### src/rtl/bid_argmax_pipe.sv
// Pipelined argmax over N_BIDS masked bids. Reports the winner index, the winning price and the
// second price. One input register stage feeds a registered binary tournament tree.
module bid_argmax_pipe #(
  parameter  int N_BIDS = 10,
  parameter  int BW     = 16,
  localparam int IDX_W  = $clog2(N_BIDS)
) (
  input  logic                 clk,
  input  logic                 rst_n,
  input  logic                 in_valid,
  output logic                 in_ready,
  input  logic [N_BIDS*BW-1:0] in_bids,
  input  logic [N_BIDS-1:0]    in_mask,
  output logic                 out_valid,
  input  logic                 out_ready,
  output logic [IDX_W-1:0]     out_idx,
  output logic [BW-1:0]        out_max,
  output logic [BW-1:0]        out_second,
  output logic                 out_none
);

  localparam int L  = $clog2(N_BIDS);
  localparam int NL = 1 << L;

  typedef struct packed {
    logic             en;
    logic [IDX_W-1:0] idx;
    logic [BW-1:0]    top;
    logic [BW-1:0]    sec;
  } ent_t;

  function automatic logic [BW-1:0] max2(input logic [BW-1:0] a, input logic [BW-1:0] b);
    return (a >= b) ? a : b;
  endfunction

  // Ties resolve to A, the lower-index subtree, so the lowest index always wins.
  function automatic ent_t combine(input ent_t a, input ent_t b);
    ent_t w, l, r;
    w = a;
    l = b;
    if (b.top > a.top) begin
      w = b;
      l = a;
    end
    r     = w;
    r.sec = max2(l.top, w.sec);
    if (!a.en)      r = b;
    else if (!b.en) r = a;
    return r;
  endfunction

  logic   adv;
  logic   [L:0] vld_p;
  ent_t   leaf_d [NL];
  ent_t   node_p [1:2*NL-1];
  ent_t   root;

  assign adv      = ~vld_p[L] | out_ready;
  assign in_ready = adv;

  for (genvar i = 0; i < NL; i++) begin : g_leaf
    if (i < N_BIDS) begin : g_real
      assign leaf_d[i] = {in_mask[i], IDX_W'(i), in_bids[i*BW +: BW], {BW{1'b0}}};
    end else begin : g_pad
      assign leaf_d[i] = '0;
    end
  end

  // Control path: one valid bit per stage, the only state that reset touches.
  always_ff @(posedge clk) begin
    if (!rst_n)   vld_p <= '0;
    else if (adv) vld_p <= {vld_p[L-1:0], in_valid};
  end

  // Stage 0 holds the leaves (heap slots NL..2NL-1); each tree level is the next stage, root at stage L.
  always_ff @(posedge clk) begin
    if (adv) begin
      for (int i = 0; i < NL; i++) node_p[NL+i] <= leaf_d[i];
      for (int n = 1; n < NL; n++) node_p[n] <= combine(node_p[2*n], node_p[2*n+1]);
    end
  end

  assign root      = node_p[1];
  assign out_valid = vld_p[L];

  always_comb begin
    out_none   = 1'b0;
    out_idx    = '0;
    out_max    = '0;
    out_second = '0;
    if (vld_p[L]) begin
      if (root.en) begin
        out_idx    = root.idx;
        out_max    = root.top;
        out_second = root.sec;
      end else begin
        out_none   = 1'b1;
      end
    end
  end

endmodule
### config.mk
export PLATFORM = sky130hd
export DESIGN_NAME = bid_argmax_pipe
export DESIGN_NICKNAME = d
export VERILOG_FILES = /design/src/rtl/bid_argmax_pipe.sv
export SDC_FILE = /design/constraint.sdc
export NUM_CORES = 1
export LEC_CHECK = 0
export CAP_MARGIN = 5
export CORE_MARGIN = 5
export CORE_UTILIZATION = 40
export DETAILED_ROUTE_END_ITERATION = 12
export GPL_ROUTABILITY_DRIVEN = 1
export GPL_TIMING_DRIVEN = 0
export HOLD_SLACK_MARGIN = 0.15
export PLACE_DENSITY = 0.68
export SLEW_MARGIN = 40
export SYNTH_ARGS = -nofsm -noshare
export SYNTH_HDL_FRONTEND = slang
export SYNTH_SLANG_ARGS = --single-unit
### constraint.sdc
create_clock -name clk -period 19.88 [get_ports clk]
set_input_delay 2.982 -clock clk [delete_from_list [all_inputs] [get_ports clk]]
set_output_delay 2.982 -clock clk [all_outputs]
set_load 0.02 [all_outputs]
==> summary.txt, run 1 <==
Status: finished clean
Post-route DRC: 0
I/O pins: 213
Hold path start: vld_p[3]
Yosys cell types: 58
Antenna Nets Post-Route: 0
WHS Endpoint: vld_p[4]
Share of layout cells above drive strength 1: 0.103
Worst-Skew Late Latency: 0.63 ns
Cts repair resizes: 0
Gr usage total: 0.185
Core box area: 73100 um^2
EDFF count, synth: 552
Reg-to-Reg End: node_p[0][161]
Setup TNS Final: 0 ns
Compound-cell area share of the yosys netlist: 0.113
Vias in the first global route: 20200
Average wire per standard cell: 19.8 um
Reg-to-Reg Start: node_p[0][360]
Critical-path top delay cell: clkdlybuf4s50_1
GRT overflow: 0
Reg-to-reg slack, setup: 14.14 ns
DIE AREA: 79400 um^2
First-pass GRT wire length: 116000 um
Largest family of logic cells by synthesized area: compound AO/OA/AOI/OAI gates
Worst-case reg-to-reg path depth: 17
Kind of end point of the critical path: output port
Fin crit share: 0.422
Sequential area share after synthesis: 0.565
Worst endpoint required time: 16.90 ns
Final Hold Violating Endpoints: 0
Yosys reg bits: 557
Sink Count: 557
Worst setup path start: out_ready
Pre-antenna DRT Iters: 5
DRT iter0 DRCs: 1630
Placer Congestion: 0.926
Via/cell ratio: 5.37
FMAX: 0.119 GHz
Leak: 14.4 nW
Post-Synth Adder-Cell Area: 0.0881
Final core occ: 0.479
Synth async-reset ratio: 0
PwrDens: 108 nW/um^2
Crit path DAT: 5.41 ns
Cell area after layout: 35000 um^2
Peak VDD IR: 0.0761 mV
Ranking of synthesized cells by area: edfxtp_1 56%, ha_1 8.8%, mux2_2 3.5%
Slew of the pin with the lowest slew margin: 0.790 ns
Detail Placement HPWL: 58000 um
Setup Skew: 0.0172 ns
Max-Cap Viols: 0
Max clock buf depth: 3
Top cell type's share of synthesized area: 0.561
Crit path launch type: input port
CTS tree: done
Post-synthesis xor/xnor area fraction: 0
Vias: 20200
Ant. Diodes: 0
WS Path Type: in2out
H-tree Lvls: 2
Worst path cell trace: clkdlybuf4s50_1 -> nor2b_1 -> inv_8 -> buf_16 -> buf_16 -> clkdlybuf4s50_1
Avg Cell Area, Syn: 11.9 um^2
Power consumption: 3.79 mW
Post-Syn Area: 29500 um^2
Die Y: 282 um
Setup Viol. Count Final: 0
Worst slew margin: 0.468
Pin count of the biggest net entering global routing: 93
Worst setup margin: 11.48 ns
Initial antenna violation count: 0
Num CTS Buffers: 59
Period minus WS final: 8.40 ns
Reg clk slew, reported paths: 0.06 ns
Post-synthesis share of cell area spent on and, or, nand and nor gates: 0.105
Slowest Stage Delay on Critical Path: 0.62 ns
CTS root buf: clkbuf_16
Slew Limit Fails: 0
Yosys top cell by area: edfxtp_1
Commonest non-fill, non-tap cells in the layout: 552 x edfxtp_1, 274 x inv_1, 212 x clkdlybuf4s50_1, 208 x ha_1, 189 x nand2_1
RSZ-0062 raised after global routing: false
Most used DFF post-synth: edfxtp_1
Post-Syn Nets: 2856
Initial core utilization: 0.404
Final nets: 3136
Die width: 282 um
Min-Delay Path Depth: 1
Post-CTS Hold Buffers: 0
Synthesis Warnings: 0
CP max FO: 75
Area after DPL: 33100 um^2
# port buffers: 212
Row count: 99
DRT Wirelength: 74600 um
Commonest non-fill, non-tap cell in the layout: edfxtp_1
Pre-CTS setup slack: 11.49 ns
Setup Buffers After CTS: 0
Cell count after synthesis: 2474
Hold Path Class: reg2reg
Proportion of synthesized area in mux cells: 0.0775
Synth-to-Final Area Change: 18.5%
-- flip-flops by register name (all words and copies together), names as in the netlist --
name and count:
node_p 552, vld_p 5
-- stage by stage --
step | hold slack (ns) | cells
floorplan | 0.441 | 2474
global placement | 0.449 | 3645
detailed placement | 0.472 | 3652
CTS | 0.481 | 3759
global route | 0.505 | 3759
finish | 0.485 | 3759
-- layout make-up --
class / instances / area (um^2)
well taps: 959 / 1200
repair buffers: 219 / 2310
multi-input cells: 1532 / 11300
clock buffers: 75 / 1560
fillers: 6438 / 38100
clock inverters: 32 / 353
flip-flops and latches: 557 / 16700
plain buffers: 110 / 504
inverters: 275 / 1040
-- where the power goes --
part | switching, mW | internal, mW | total [mW]
clock network | 0.454 | 0.621 | 1.08
registers | 0.138 | 1.52 | 1.66
logic | 0.616 | 0.442 | 1.06
total | 1.21 | 2.58 | 3.79
-- cells in the mapped netlist (5+ instances only) --
| library cell | instances |
|---|---|
| edfxtp_1 | 552 |
| ha_1 | 208 |
| o2111ai_1 | 19 |
| buf_2 | 28 |
| a21o_1 | 31 |
| buf_4 | 7 |
| nand2b_1 | 5 |
| nand3_1 | 105 |
| nor2_1 | 35 |
| a31oi_1 | 16 |
| nand4_1 | 46 |
| o21a_1 | 18 |
| a21oi_1 | 176 |
| o21ai_0 | 139 |
| and4_1 | 5 |
| o21ai_1 | 6 |
| a21boi_0 | 6 |
| dfxtp_1 | 5 |
| mux2_4 | 18 |
| mux2_2 | 92 |
| nor2b_1 | 13 |
| or2_2 | 14 |
| mux2i_1 | 98 |
| nand3b_1 | 16 |
| and3_1 | 46 |
| o221ai_1 | 63 |
| and2_1 | 72 |
| nand2_1 | 189 |
| clkbuf_1 | 71 |
| nor3_1 | 35 |
| inv_1 | 275 |
| o211ai_1 | 5 |
| a211oi_1 | 7 |
-- per-layer routing --
| layer | share of wire | global-route usage |
|---|---|---|
| met5 | 0 | 0 |
| met4 | 0.033 | 0.0596 |
| met3 | 0.049 | 0.0272 |
| met2 | 0.48 | 0.307 |
| met1 | 0.44 | 0.252 |
-- cell families after synthesis --
logic type	Yosys count
mux	208
fa+ha+maj	208
simple gates	597
flops	557
buf+inv	385
compound gates	519
-- worst max-delay path: cells and delay by family --
family | cells | cell delay, ns
simple gates | 1 | 0.52
buf+inv | 5 | 1.79
-- worst max path at each step --
stage                     to
CTS                 in_ready
detailed placement  in_ready
finish              in_ready
global route        in_ready
floorplan           in_ready
global placement    in_ready
Note: power is estimated with default switching activity, not from simulation.
==> run 2: changes to the inputs <==
Clock period 19.88 ns to 7.8 ns, I/O delays scaled along.
==> run 2 against run 1 <==
Non-clock buffer count is 16 higher. Combinational power grew to 2.6 times the previous value. Critical path depth is 11 higher. Flip-flop and latch count stayed put. Sequential share of layout area is 0.57 points lower. Setup slack worse by 9.4 ns. Via count is 1.0% higher. Global-route usage is 0.083 points lower. Sequential power grew to 2.5 times the previous value. Die area stayed put. Clock skew is 0.012 ns higher. Critical path type is now reg2reg. Critical endpoint is now node_p[0][155]. Highest routed layer unchanged.
==> summary.txt, run 2 (synthesized netlist as in run 1, its figures left out) <==
Max FFs per register: 552
Kind of end point of the critical path: flop
CP max FO: 10
Slew Limit Fails: 0
Psw: 3.11 mW
Max-Cap Viols: 0
PwrDens: 277 nW/um^2
Die width: 282 um
Synth-to-Final Area Change: 19.9%
Pint: 6.71 mW
FMAX: 0.174 GHz
Core box area: 73100 um^2
GRT overflow: 0
Share of layout cells above drive strength 1: 0.111
Reg power frac: 0.430
Die Y: 282 um
Post-route DRC: 0
Worst slew margin: 0.472
Post-CTS Hold Buffers: 0
Switch share: 0.316
Sink Count: 557
Pre-antenna DRT Iters: 6
# port buffers: 212
Reg-to-Reg End: node_p[0][155]
Ant. Diodes: 0
Commonest non-fill, non-tap cells in the layout: 552 x edfxtp_1, 274 x inv_1, 212 x clkdlybuf4s50_1, 208 x ha_1, 189 x nand2_1
WS Path Type: reg2reg
Worst setup path start: node_p[0][360]
RSZ-0062 raised after global routing: false
Average wire per standard cell: 19.8 um
Detail Placement HPWL: 58700 um
H-tree Lvls: 2
Setup Skew: 0.0289 ns
Reg clk slew, reported paths: 0.06 ns
Largest registers: node_p: 552 flops, vld_p: 5 flops
Antenna Nets Post-Route: 0
I/O pins: 213
FF/Latch Area: 16700 um^2
Setup Buffers After CTS: 0
Initial antenna violation count: 0
Worst-case reg-to-reg path depth: 17
Worst endpoint required time: 8.10 ns
Period minus WS final: 5.75 ns
Peak VDD IR: 0.174 mV
Gr usage total: 0.184
Final Hold Violating Endpoints: 0
Non-filler cells, final: 3777
Initial core utilization: 0.404
DRT Wirelength: 74900 um
Placed insts: 3668
CP endpoint: node_p[0][155]
Final nets: 3153
Reg-to-Reg Start: node_p[0][360]
Pre-CTS setup slack: 2.13 ns
DRT iter0 DRCs: 1566
Via/cell ratio: 5.40
Num CTS Buffers: 60
Clock group share of total power: 0.293
Status: finished clean
Power consumption: 9.82 mW
Row count: 99
Commonest non-fill, non-tap cell in the layout: edfxtp_1
Crit path launch type: flop
First-pass GRT wire length: 115000 um
CTS tree: done
Pin count of the biggest net entering global routing: 31
Hold Path Class: reg2reg
Max clock buf depth: 3
Worst setup margin: 2.05 ns
Slew of the pin with the lowest slew margin: 0.784 ns
Min-Delay Path Depth: 2
Crit path DAT: 6.04 ns
Worst-Skew Late Latency: 0.63 ns
Placer Congestion: 0.933
Cts repair resizes: 0
Vias: 20400
Multi-input combinational cell area: 11300 um^2
Setup TNS Final: 0 ns
Fillcell total: 6452
Final core occ: 0.485
Logic pwr share: 0.277
Largest register by flop count: node_p
Vias in the first global route: 20200
Reg-to-reg slack, setup: 2.05 ns
DIE AREA: 79400 um^2
Leak: 14.6 nW
CTS root buf: clkbuf_16
Setup Viol. Count Final: 0
Fin crit share: 0.737
[run 2: cell count changes in the layout (fill, tap and decap cells not counted), moves of 3 or more]
cell / previous run / this run
buf_12: 0 / 13
bufinv_16: 5 / 9
clkbuf_1: 85 / 74
clkinv_1: 4 / 9
clkinv_2: 10 / 13
[run 2: worst min path at each step]
stage | startpoint | to
after floorplan | vld_p[3] | vld_p[4]
after global placement | vld_p[3] | vld_p[4]
after detailed placement | vld_p[2] | vld_p[2]
after CTS | vld_p[2] | vld_p[2]
after global routing | vld_p[2] | vld_p[2]
final | vld_p[2] | vld_p[2]
[run 2: power by group through the flow]
stage               sequential [mW]  clock (mW)  combinational, mW
floorplan                      4.08           0               1.93
global placement               4.29           0               2.60
detailed placement             4.28           0               2.69
CTS                            4.22        2.96               2.70
global route                   4.27        3.09               3.02
finish                         4.23        2.88               2.72
[run 2: final cells by class]
class | count | share of cell area
Sequential cell | 557 | 0.471
Inverter | 275 | 0.0293
Clock inverter | 46 | 0.0141
Buffer | 110 | 0.0142
Clock buffer | 63 | 0.0427
Tap cell | 959 | 0.0339
Multi-Input combinational cell | 1532 | 0.320
Timing Repair Buffer | 235 | 0.0743
[run 2: metrics by stage]
step	hold WS (ns)	area (um^2)
2_1_floorplan	0.441	29500
3_3_place_gp	0.449	32900
3_5_place_dp	0.460	33400
4_1_cts	0.470	35400
5_1_grt	0.499	35400
6_report	0.464	35400
[run 2: critical path, cell delays in order, from the launching register on]
cell and delay, ns:
edfxtp_1 0.46, ha_1 0.35, nand4_1 0.18, nor4_2 0.39
and4_1 0.24, clkbuf_1 0.40, clkbuf_1 0.47, nor3_1 0.09
a21oi_1 0.25, inv_1 0.08, ha_1 0.34, a21oi_1 0.17
o21ai_0 0.13, a221oi_1 0.37, o211ai_1 0.38, nand3_1 0.37
clkbuf_1 0.47, o221ai_1 0.28
[run 2: per-layer routing]
| layer | global-route usage | vias to the layer above | part of all wire |
|---|---|---|---|
| met2 | 0.299 | 689 | 0.47 |
| li1 | - | 9797 | - |
| met5 | 0 | - | 0 |
| met3 | 0.0271 | 148 | 0.054 |
| met4 | 0.0724 | 0 | 0.042 |
| met1 | 0.251 | 9749 | 0.44 |
